## src/rtl/alu_pkg.sv

```systemverilog
// Shared opcode, flag-index and FSM-state definitions for the alu_pipe block.
package alu_pkg;

  localparam int OPERATOR_LEN = 4;

  localparam logic [OPERATOR_LEN-1:0] OPERATOR_ADD  = 4'd0;
  localparam logic [OPERATOR_LEN-1:0] OPERATOR_SUB  = 4'd1;
  localparam logic [OPERATOR_LEN-1:0] OPERATOR_AND  = 4'd2;
  localparam logic [OPERATOR_LEN-1:0] OPERATOR_OR   = 4'd3;
  localparam logic [OPERATOR_LEN-1:0] OPERATOR_NOR  = 4'd4;
  localparam logic [OPERATOR_LEN-1:0] OPERATOR_XOR  = 4'd5;
  localparam logic [OPERATOR_LEN-1:0] OPERATOR_SLL  = 4'd6;
  localparam logic [OPERATOR_LEN-1:0] OPERATOR_SRL  = 4'd7;
  localparam logic [OPERATOR_LEN-1:0] OPERATOR_SRA  = 4'd8;
  localparam logic [OPERATOR_LEN-1:0] OPERATOR_SLT  = 4'd9;
  localparam logic [OPERATOR_LEN-1:0] OPERATOR_SLTU = 4'd10;
  localparam logic [OPERATOR_LEN-1:0] OPERATOR_MUL  = 4'd11;
  localparam logic [OPERATOR_LEN-1:0] OPERATOR_NOP  = 4'd15;

  localparam int FLAGS_LEN = 5;
  localparam int FLAG_Z    = 0;
  localparam int FLAG_N    = 1;
  localparam int FLAG_C    = 2;
  localparam int FLAG_V    = 3;
  localparam int FLAG_E    = 4;

  localparam logic [0:0] STATE_IDLE     = 1'b0;
  localparam logic [0:0] STATE_MUL_BUSY = 1'b1;

  function automatic logic [FLAGS_LEN-1:0] pack_flags(input logic e, input logic v,
                                                      input logic c, input logic n,
                                                      input logic z);
    logic [FLAGS_LEN-1:0] f;
    f         = '0;
    f[FLAG_E] = e;
    f[FLAG_V] = v;
    f[FLAG_C] = c;
    f[FLAG_N] = n;
    f[FLAG_Z] = z;
    return f;
  endfunction

endpackage

```

## src/rtl/alu_mul_seq.sv

```systemverilog
// Iterative shift-add multiplier: one partial product per cycle, WORD_LEN steps.
module alu_mul_seq #(
  parameter int WORD_LEN = 32
) (
  input  logic                clk,
  input  logic                rst_n,
  input  logic                start,
  input  logic [WORD_LEN-1:0] operand1,
  input  logic [WORD_LEN-1:0] operand2,
  output logic                done,
  output logic [WORD_LEN-1:0] product
);

  localparam int CNT_LEN = $clog2(WORD_LEN) + 1;

  logic [WORD_LEN-1:0] acc_d, acc_q;
  logic [WORD_LEN-1:0] mcand_d, mcand_q;
  logic [WORD_LEN-1:0] mplier_d, mplier_q;
  logic [CNT_LEN-1:0]  cnt_d, cnt_q;
  logic [WORD_LEN-1:0] step_s;

  // product is the accumulator after the current step, so the final step's sum is usable directly
  always_comb begin
    step_s   = mplier_q[0] ? (acc_q + mcand_q) : acc_q;
    acc_d    = acc_q;
    mcand_d  = mcand_q;
    mplier_d = mplier_q;
    cnt_d    = cnt_q;
    if (start) begin
      acc_d    = '0;
      mcand_d  = operand1;
      mplier_d = operand2;
      cnt_d    = CNT_LEN'(WORD_LEN);
    end else if (cnt_q != '0) begin
      acc_d    = step_s;
      mcand_d  = mcand_q << 1;
      mplier_d = mplier_q >> 1;
      cnt_d    = cnt_q - CNT_LEN'(1);
    end else begin
      acc_d    = acc_q;
    end
  end

  assign done    = (cnt_q == CNT_LEN'(1));
  assign product = step_s;

  always_ff @(posedge clk or negedge rst_n) begin
    if (!rst_n) begin
      acc_q    <= '0;
      mcand_q  <= '0;
      mplier_q <= '0;
      cnt_q    <= '0;
    end else begin
      acc_q    <= acc_d;
      mcand_q  <= mcand_d;
      mplier_q <= mplier_d;
      cnt_q    <= cnt_d;
    end
  end

endmodule

```

## src/rtl/alu_pipe.sv

```systemverilog
// ALU with registered result/flags and valid/ready handshakes on both sides.
// Define ALU_MUL_EN to build the iterative multiplier; without it MUL is an unrecognised opcode.
module alu_pipe #(
  parameter int WORD_LEN     = 32,
  parameter int OPERATOR_LEN = alu_pkg::OPERATOR_LEN
) (
  input  logic                    CLK,
  input  logic                    RST_N,
  input  logic                    IN_VALID,
  output logic                    IN_READY,
  input  logic [WORD_LEN-1:0]     OPERAND1,
  input  logic [WORD_LEN-1:0]     OPERAND2,
  input  logic [OPERATOR_LEN-1:0] OPERATOR,
  output logic                    OUT_VALID,
  input  logic                    OUT_READY,
  output logic [WORD_LEN-1:0]     ALU_OUT,
  output logic [4:0]              FLAGS
);

  import alu_pkg::*;

  localparam int SHIFT_LEN = $clog2(WORD_LEN);

  logic [WORD_LEN:0]    sum_s;
  logic [WORD_LEN:0]    diff_s;
  logic [WORD_LEN-1:0]  res_s;
  logic                 c_s;
  logic                 v_s;
  logic                 e_s;
  logic [SHIFT_LEN-1:0] shamt_s;
  logic                 idle_s;
  logic                 in_ready_s;
  logic                 handshake_s;

  logic                 out_valid_d, out_valid_q;
  logic [WORD_LEN-1:0]  alu_out_d, alu_out_q;
  logic [4:0]           flags_d, flags_q;

`ifdef ALU_MUL_EN
  logic [0:0]           state_d, state_q;
  logic                 is_mul_s;
  logic                 mul_start_s;
  logic                 mul_seq_done_s;
  logic                 mul_done_s;
  logic [WORD_LEN-1:0]  mul_product_s;

  alu_mul_seq #(
    .WORD_LEN (WORD_LEN)
  ) u_mul_seq (
    .clk      (CLK),
    .rst_n    (RST_N),
    .start    (mul_start_s),
    .operand1 (OPERAND1),
    .operand2 (OPERAND2),
    .done     (mul_seq_done_s),
    .product  (mul_product_s)
  );

  assign is_mul_s   = (OPERATOR == OPERATOR_LEN'(OPERATOR_MUL));
  assign mul_done_s = (state_q == STATE_MUL_BUSY) && mul_seq_done_s;
  assign idle_s     = (state_q == STATE_IDLE);
`else
  assign idle_s     = 1'b1;
`endif

  assign in_ready_s  = idle_s && (!out_valid_q || OUT_READY);
  assign handshake_s = IN_VALID && in_ready_s;
  assign shamt_s     = OPERAND2[SHIFT_LEN-1:0];

  // Single-cycle datapath; the borrow of SUB falls out as the extra MSB of the difference
  always_comb begin
    sum_s  = {1'b0, OPERAND1} + {1'b0, OPERAND2};
    diff_s = {1'b0, OPERAND1} - {1'b0, OPERAND2};
    res_s  = '0;
    c_s    = 1'b0;
    v_s    = 1'b0;
    e_s    = 1'b0;
    case (OPERATOR)
      OPERATOR_LEN'(OPERATOR_ADD): begin
        res_s = sum_s[WORD_LEN-1:0];
        c_s   = sum_s[WORD_LEN];
        v_s   = (OPERAND1[WORD_LEN-1] == OPERAND2[WORD_LEN-1]) &&
                (sum_s[WORD_LEN-1] != OPERAND1[WORD_LEN-1]);
      end
      OPERATOR_LEN'(OPERATOR_SUB): begin
        res_s = diff_s[WORD_LEN-1:0];
        c_s   = diff_s[WORD_LEN];
        v_s   = (OPERAND1[WORD_LEN-1] != OPERAND2[WORD_LEN-1]) &&
                (diff_s[WORD_LEN-1] != OPERAND1[WORD_LEN-1]);
      end
      OPERATOR_LEN'(OPERATOR_AND):  res_s = OPERAND1 & OPERAND2;
      OPERATOR_LEN'(OPERATOR_OR):   res_s = OPERAND1 | OPERAND2;
      OPERATOR_LEN'(OPERATOR_NOR):  res_s = ~(OPERAND1 | OPERAND2);
      OPERATOR_LEN'(OPERATOR_XOR):  res_s = OPERAND1 ^ OPERAND2;
      OPERATOR_LEN'(OPERATOR_SLL):  res_s = OPERAND1 << shamt_s;
      OPERATOR_LEN'(OPERATOR_SRL):  res_s = OPERAND1 >> shamt_s;
      OPERATOR_LEN'(OPERATOR_SRA):  res_s = $unsigned($signed(OPERAND1) >>> shamt_s);
      OPERATOR_LEN'(OPERATOR_SLT):  res_s = WORD_LEN'($signed(OPERAND1) < $signed(OPERAND2));
      OPERATOR_LEN'(OPERATOR_SLTU): res_s = WORD_LEN'(OPERAND1 < OPERAND2);
`ifdef ALU_MUL_EN
      OPERATOR_LEN'(OPERATOR_MUL):  res_s = '0;
`endif
      OPERATOR_LEN'(OPERATOR_NOP):  res_s = '0;
      default: begin
        res_s = '0;
        e_s   = 1'b1;
      end
    endcase
  end

  // Output register and FSM next-state: a multiply completion wins, then a new request, then draining
  always_comb begin
    out_valid_d = out_valid_q;
    alu_out_d   = alu_out_q;
    flags_d     = flags_q;
`ifdef ALU_MUL_EN
    state_d     = state_q;
    mul_start_s = 1'b0;
    if (mul_done_s) begin
      out_valid_d = 1'b1;
      alu_out_d   = mul_product_s;
      flags_d     = pack_flags(1'b0, 1'b0, 1'b0, mul_product_s[WORD_LEN-1],
                               mul_product_s == '0);
      state_d     = STATE_IDLE;
    end else if (handshake_s && is_mul_s) begin
      out_valid_d = 1'b0;
      mul_start_s = 1'b1;
      state_d     = STATE_MUL_BUSY;
    end else
`endif
    if (handshake_s) begin
      out_valid_d = 1'b1;
      alu_out_d   = res_s;
      flags_d     = pack_flags(e_s, v_s, c_s, res_s[WORD_LEN-1], res_s == '0);
    end else if (OUT_READY) begin
      out_valid_d = 1'b0;
    end else begin
      out_valid_d = out_valid_q;
    end
  end

  always_ff @(posedge CLK or negedge RST_N) begin
    if (!RST_N) begin
      out_valid_q <= 1'b0;
      alu_out_q   <= '0;
      flags_q     <= 5'b00000;
`ifdef ALU_MUL_EN
      state_q     <= STATE_IDLE;
`endif
    end else begin
      out_valid_q <= out_valid_d;
      alu_out_q   <= alu_out_d;
      flags_q     <= flags_d;
`ifdef ALU_MUL_EN
      state_q     <= state_d;
`endif
    end
  end

  assign IN_READY  = in_ready_s;
  assign OUT_VALID = out_valid_q;
  assign ALU_OUT   = alu_out_q;
  assign FLAGS     = flags_q;

endmodule

```

## config.mk

```make
export PLATFORM = sky130hd
export DESIGN_NAME = alu_pipe
export DESIGN_NICKNAME = d
export VERILOG_FILES = /design/src/rtl/alu_pkg.sv /design/src/rtl/alu_mul_seq.sv /design/src/rtl/alu_pipe.sv
export SDC_FILE = /design/constraint.sdc
export NUM_CORES = 1
export LEC_CHECK = 0
export ABC_CLOCK_PERIOD_IN_PS = 2200
export CORE_AREA = 2 2 223 225
export CTS_CLUSTER_DIAMETER = 100
export DETAILED_ROUTE_END_ITERATION = 8
export DIE_AREA = 0 0 225 227
export SYNTH_ARGS = -nofsm -noshare
export SYNTH_HDL_FRONTEND = slang
export SYNTH_HIERARCHICAL = 1
export SYNTH_SLANG_ARGS = --single-unit
```

## constraint.sdc

```tcl
create_clock -name CLK -period 2.2 [get_ports CLK]
set_input_delay 0.33 -clock CLK [delete_from_list [all_inputs] [get_ports CLK]]
set_output_delay 0.33 -clock CLK [all_outputs]
set_load 0.005 [all_outputs]
```

==> results of run 1 <==
==> repair_timing <==
item | in CTS | in global routing
resized for setup | 654 | 262
cloned | 4 | 3
setup buffers | 161 | 91
endpoints found under the setup margin | 35 | 35
pin swaps | 151 | 137
==> critical path, cell delays in order <==
cell	delay (ns)
buf_16	0.11
buf_4	0.11
buf_4	0.11
mux4_2	0.57
mux2i_4	0.22
o221ai_2	0.14
a221oi_2	0.29
buf_4	0.19
nand4b_1	0.21
nor4_2	0.22
nand4b_1	0.30
nor4_2	0.34
buf_4	0.16
nand4_1	0.12
or4_1	0.42
o21ai_1	0.12
==> cells by family after synthesis <==
kind of cell,Yosys count
AOI/OAI and AO/OA,566
xor gates and xnor gates,7
adders and majority gates,103
buffers and inverters,231
DFF,37
muxes,157
and+or+nand+nor,586
==> worst max path at each step <==
stage | startpoint | to | slack [ns] | depth (start not counted)
floorplan | OPERAND2[2] | FLAGS[0] | -1.54 | 18
global placement | OPERAND1[8] | FLAGS[0] | -2.54 | 16
detailed placement | OPERAND1[8] | FLAGS[0] | -2.53 | 16
CTS | OPERAND1[10] | FLAGS[0] | -1.44 | 15
global route | OPERAND2[0] | FLAGS[0] | -1.59 | 16
finish | OPERAND2[0] | FLAGS[0] | -1.57 | 16
==> placed cells by master, fill, tap and decap left out, types with 26 or more instances in the layout <==
cell type and instances:
buf_4 676, a21oi_2 27, ha_1 54, a21oi_1 86
o21ai_2 26, nand2_1 173, o211ai_1 43, mux2_2 36
nand3_1 30, nor2_1 145, ha_4 35, inv_1 66
o21ai_0 41, dfrtp_1 37, mux2i_1 67, mux4_2 35
clkdlybuf4s50_1 49, buf_12 27, buf_6 137
==> area by class of cell <==
cell class / count / share of cell area [%]
well taps: 622 / 3.30
flip-flops and latches: 37 / 3.93
repair buffers: 964 / 36.2
clock buffers: 7 / 0.605
inverters: 97 / 1.77
multi-input cells: 1419 / 54.2
==> routing by layer <==
| layer | routed length [um] | track usage [%] | vias up |
|---|---|---|---|
| li1 | - | - | 8050 |
| met1 | 32900 | 38.9 | 8752 |
| met2 | 35100 | 48.3 | 981 |
| met3 | 6080 | 3.70 | 222 |
| met4 | 4540 | 14.1 | 0 |
| met5 | 0 | 0 | - |
==> power by group through the flow <==
stage / Clock, W / Combinational (W) / Sequential (W)
2_1_floorplan: 0 / 0.00214 / 0.000881
3_3_place_gp: 0 / 0.00481 / 0.000872
3_5_place_dp: 0 / 0.00484 / 0.000880
4_1_cts: 0.000715 / 0.00584 / 0.000868
5_1_grt: 0.000747 / 0.00662 / 0.000881
6_report: 0.000696 / 0.00634 / 0.000865
==> registers in the layout, summed over array words and instances, names as in the netlist <==
register and flops:
OUT_VALID 1, ALU_OUT 31, FLAGS 5
==> through the flow <==
step	setup slack [ns]	cell area [um^2]	std cells	TNS, ns
final	-1.57	23600	3146	-21.57
after global routing	-1.59	23600	3146	-23.61
after CTS	-1.44	22400	3113	-24.66
after detailed placement	-2.53	18700	2955	-51.12
after global placement	-2.54	18700	2955	-50.69
after floorplan	-1.54	12400	1687	-23.89
==> reports/metrics.cfg, run 1 <==
[run_status]
status=finished with violations
violations=negative setup slack

[cts]
cts_buffers=5
holdBufCountCts=0
cts-root-buf=clkbuf_16
cts.sinks=37
clkSlewWorstSetupHoldPaths_ns=0.06
cts_tree=built
clk_latency_ns=0.28
cts.path.max_buffers=2
cts_max_level=2

[grt]
grt_pass1_wl_um=114000
grt_pass1_vias=17814
grt_max_degree=43
gr-total-overflow=0
grt_antenna_before_repair=0
grt_usage_pct=29.6

[yosys]
synthArstFlopShare_pct=100
synthCells=1687
synth.net_count=1862
synth_xor_area_share_pct=0.510
synth_top_family_by_area=compound AO/OA/AOI/OAI gates
synth_adder_area_share_pct=10.8
syn_area_um2=12000
yosys-top-cells-area=ha_1, dfrtp_1, mux4_2, mux2i_1, nand2_1
synth.distinct_cells=86
synth.avg_cell_area_um2=7.13
yosysWarnings=6
yosysMostFrequentCell=nand2_1
synth_common_cells=nand2_1, nor2_1, a21oi_1
synth_mux_area_share_pct=17.2
synthSimpleGateAreaFrac_pct=23.1
ys_seq_elements=37
synth_top_area_share_pct=10.5
yosysTopAreaCell=ha_1
synth_ff_type=dfrtp_1
synth_compound_area_share_pct=32.5
ys_seq_area_share_pct=7.70
synth_edf_count=0

[setup_path]
cp.required_ns=2.41
r2r_cells=12
cp_max_fo=5
r2r_end=FLAGS[0]
worstSetupPathType=input pin to flop
timing.rr.start=OUT_VALID
critPathLaunchType=input pin
r2r_slack_ns=-0.78
crit_arrival_ns=3.98
cp-end-kind=flop

[routing]
ant_nets=0
drc=0
drtIter0Drc=1773
dr.pass1.iters=6
detail_route.wl_per_cell_um=25.0
wirelength_um=78700
vias_per_cell=5.72
routed-via-count=18005

[worst_hold_path]
hold_class=input pin to async pin

[final_layout]
n_fill_cell=4523
regArea_um2=926
drive_gt1_share_pct=54.6
num_antenna_cells=0
final_util_pct=48.5
multiInputGateArea_um2=12800
syn2layout_area_growth_pct=96.0
final_nets=2699

[pwr]
clkPwrFrac_pct=8.8
ir_worst_vdd_v=0.000274
p_int_w=0.00441
pwr-share-comb_pct=80.2
p_leak_nw=10.3
powerDensity_nw_per_um2=336
seqPwrFrac_pct=10.9
power_switching_w=0.00349
total_power_w=0.00790
switching_share_pct=44.2

[sta]
hold_slack_ns=0.0368
finalSetupViolCount=35
report.final.slew_viol_count=0
clock_skew_ns=0.00599
maxSlewHeadroom_pct=53.0
fmax_mhz=266
fin_crit_sh_pct=171
timing.final.hold_violations=0
min_period_ns=3.77
worst_pin_slew_ns=0.696
rsz0062_at_grt=true
setup_ws_ns=-1.57

[floorplanning]
die_h_um=227
start_util_pct=24.8
fp.dieW_um=225
row_count=81
core_area_um2=48500
dieArea_um2=51100
ioPinCount=111

[place]
io_buffer_count=110
gp_congestion=1.05
place_hpwl_um=60800

[flow_run]
maxCapViolCount=0

Power figures use the tool's default switching activity.
==> inputs of run 2 (changes only) <==
- CTS_BUF_LIST: unset -> sky130_fd_sc_hd__clkbuf_16
==> reports/metrics.cfg, run 2 (same netlist as run 1, synthesis figures left out) <==
[run_status]
status=finished with violations
violations=negative setup slack

[grt]
grt_pass1_vias=17821
grt_antenna_before_repair=1
grt_usage_pct=29.6
gr-total-overflow=0
grt_pass1_wl_um=114000
grt_max_degree=43

[floorplanning]
die_h_um=227
fp.dieW_um=225
start_util_pct=24.8
core_area_um2=48500
dieArea_um2=51100
ioPinCount=111
row_count=81

[final_layout]
regArea_um2=926
final_cell_mix=buf_4, nand2_1, nor2_1
multiInputGateArea_um2=12800
n_fill_cell=4527
instances_no_fill=3131
largest_register_ffs=31
syn2layout_area_growth_pct=95.2
num_antenna_cells=0
final_util_pct=48.3
final_nets=2684
drive_gt1_share_pct=54.6
layout_commonest_cell=buf_4

[sta]
report.final.slew_viol_count=0
clock_skew_ns=0.00661
maxSlewHeadroom_pct=52.5
fmax_mhz=265
finalSetupViolCount=33
min_period_ns=3.78
setup_ws_ns=-1.58
hold_slack_ns=0.0374
worst_pin_slew_ns=0.704
fin_crit_sh_pct=172
timing.final.hold_violations=0
rsz0062_at_grt=true

[pwr]
powerDensity_nw_per_um2=335
ir_worst_vdd_v=0.000275
total_power_w=0.00786
p_leak_nw=10.2

[cts]
holdBufCountCts=0
cts-root-buf=clkbuf_16
cts_max_level=2
clk_latency_ns=0.28
cts_tree=built
cts.path.max_buffers=2
cts.sinks=37
cts_buffers=5
clkSlewWorstSetupHoldPaths_ns=0.06

[setup_path]
crit_chain=buf_16 -> buf_12 -> mux4_2 -> mux2i_1 -> buf_4 -> o21ai_2 -> a221oi_2 -> buf_4 -> nand4b_1 -> nor4_2 -> nand4b_1 -> nor4_2 -> buf_4 -> nand4_1 -> or4_1 -> o21ai_1
crit_arrival_ns=3.99
cp_max_fo=5
critPathLaunchType=input pin
crit_start=OPERAND2[0]
cp-end-kind=flop
cp_slowest_cell=mux4_2
timing.critical_path.mode_cell=buf_4
slowest_delay_ns=0.52
timing.rr.start=OUT_VALID
cp.required_ns=2.41
worstSetupPathType=input pin to flop

[routing]
dr.pass1.iters=7
wirelength_um=78600
detail_route.wl_per_cell_um=25.1
drtIter0Drc=1742
routed-via-count=18051
ant_nets=0
drc=0
vias_per_cell=5.77

[place]
gp_congestion=1.05
place_hpwl_um=60800
place_ws_ns=-2.53
io_buffer_count=110
placedCellCount=2955

[flow_run]
maxCapViolCount=0

[worst_hold_path]
hold_class=input pin to async pin

## run 2: cell count changes in the layout (fill, tap and decap cells not counted), sizes merged
cell,before,now
clkdlybuf4s15,10,11
dlygate4sd2,8,5
inv,93,94
clkbuf,18,21
clkinv,3,4
buf,881,863
## run 2: worst max-delay path: cells and delay by family
kind / cells / cell delay (ns)
AND/OR/NAND/NOR: 6 / 1.59
AO/OA/AOI/OAI: 3 / 0.56
buffers and inverters: 5 / 0.77
multiplexers: 2 / 0.72
## run 2: final cells by class
class	count	area share, %
Sequential cell	37	3.95
Clock inverter	2	0.0320
Inverter	97	1.78
Timing Repair Buffer	949	35.6
Clock buffer	5	0.533
Multi-Input combinational cell	1419	54.7
Tap cell	622	3.32
## run 2: routing by layer
metal / wire length [um] / GRT usage, %
met1: 32800 / 38.7
met2: 35300 / 47.9
met3: 5880 / 4.04
met4: 4590 / 14.5
met5: 0 / 0
## run 2: where the power goes
part | switching [W] | leakage (nW) | internal, W
clock | 0.000251 | 0.0685 | 0.000405
sequential | 0.0000653 | 0.461 | 0.000800
combinational | 0.00318 | 9.68 | 0.00316
## run 2: per-stage QoR
stage               cell area (um^2)  setup TNS, ns
floorplan                      12400         -23.89
global placement               18700         -50.69
detailed placement             18700         -51.12
CTS                            22300         -24.77
global route                   23500         -22.16
finish                         23500         -20.53
## run 2: path summary, 6_finish.rpt
kind	to	slack (ns)	cells after the start
max	FLAGS[0]	-1.58	16
min	ALU_OUT[7]	0.04	1
max reg2reg	FLAGS[0]	-0.74	12
min reg2reg	ALU_OUT[0]	0.47	2
max in group asynchronous	ALU_OUT[30]	1.62	2
min in group CLK	ALU_OUT[0]	0.47	2
## run 2: repair_timing
action,CTS,global route
setup buffers,160,81
resized for setup,646,286
gates cloned,4,2
setup endpoints to repair,35,35
pin swaps,151,150
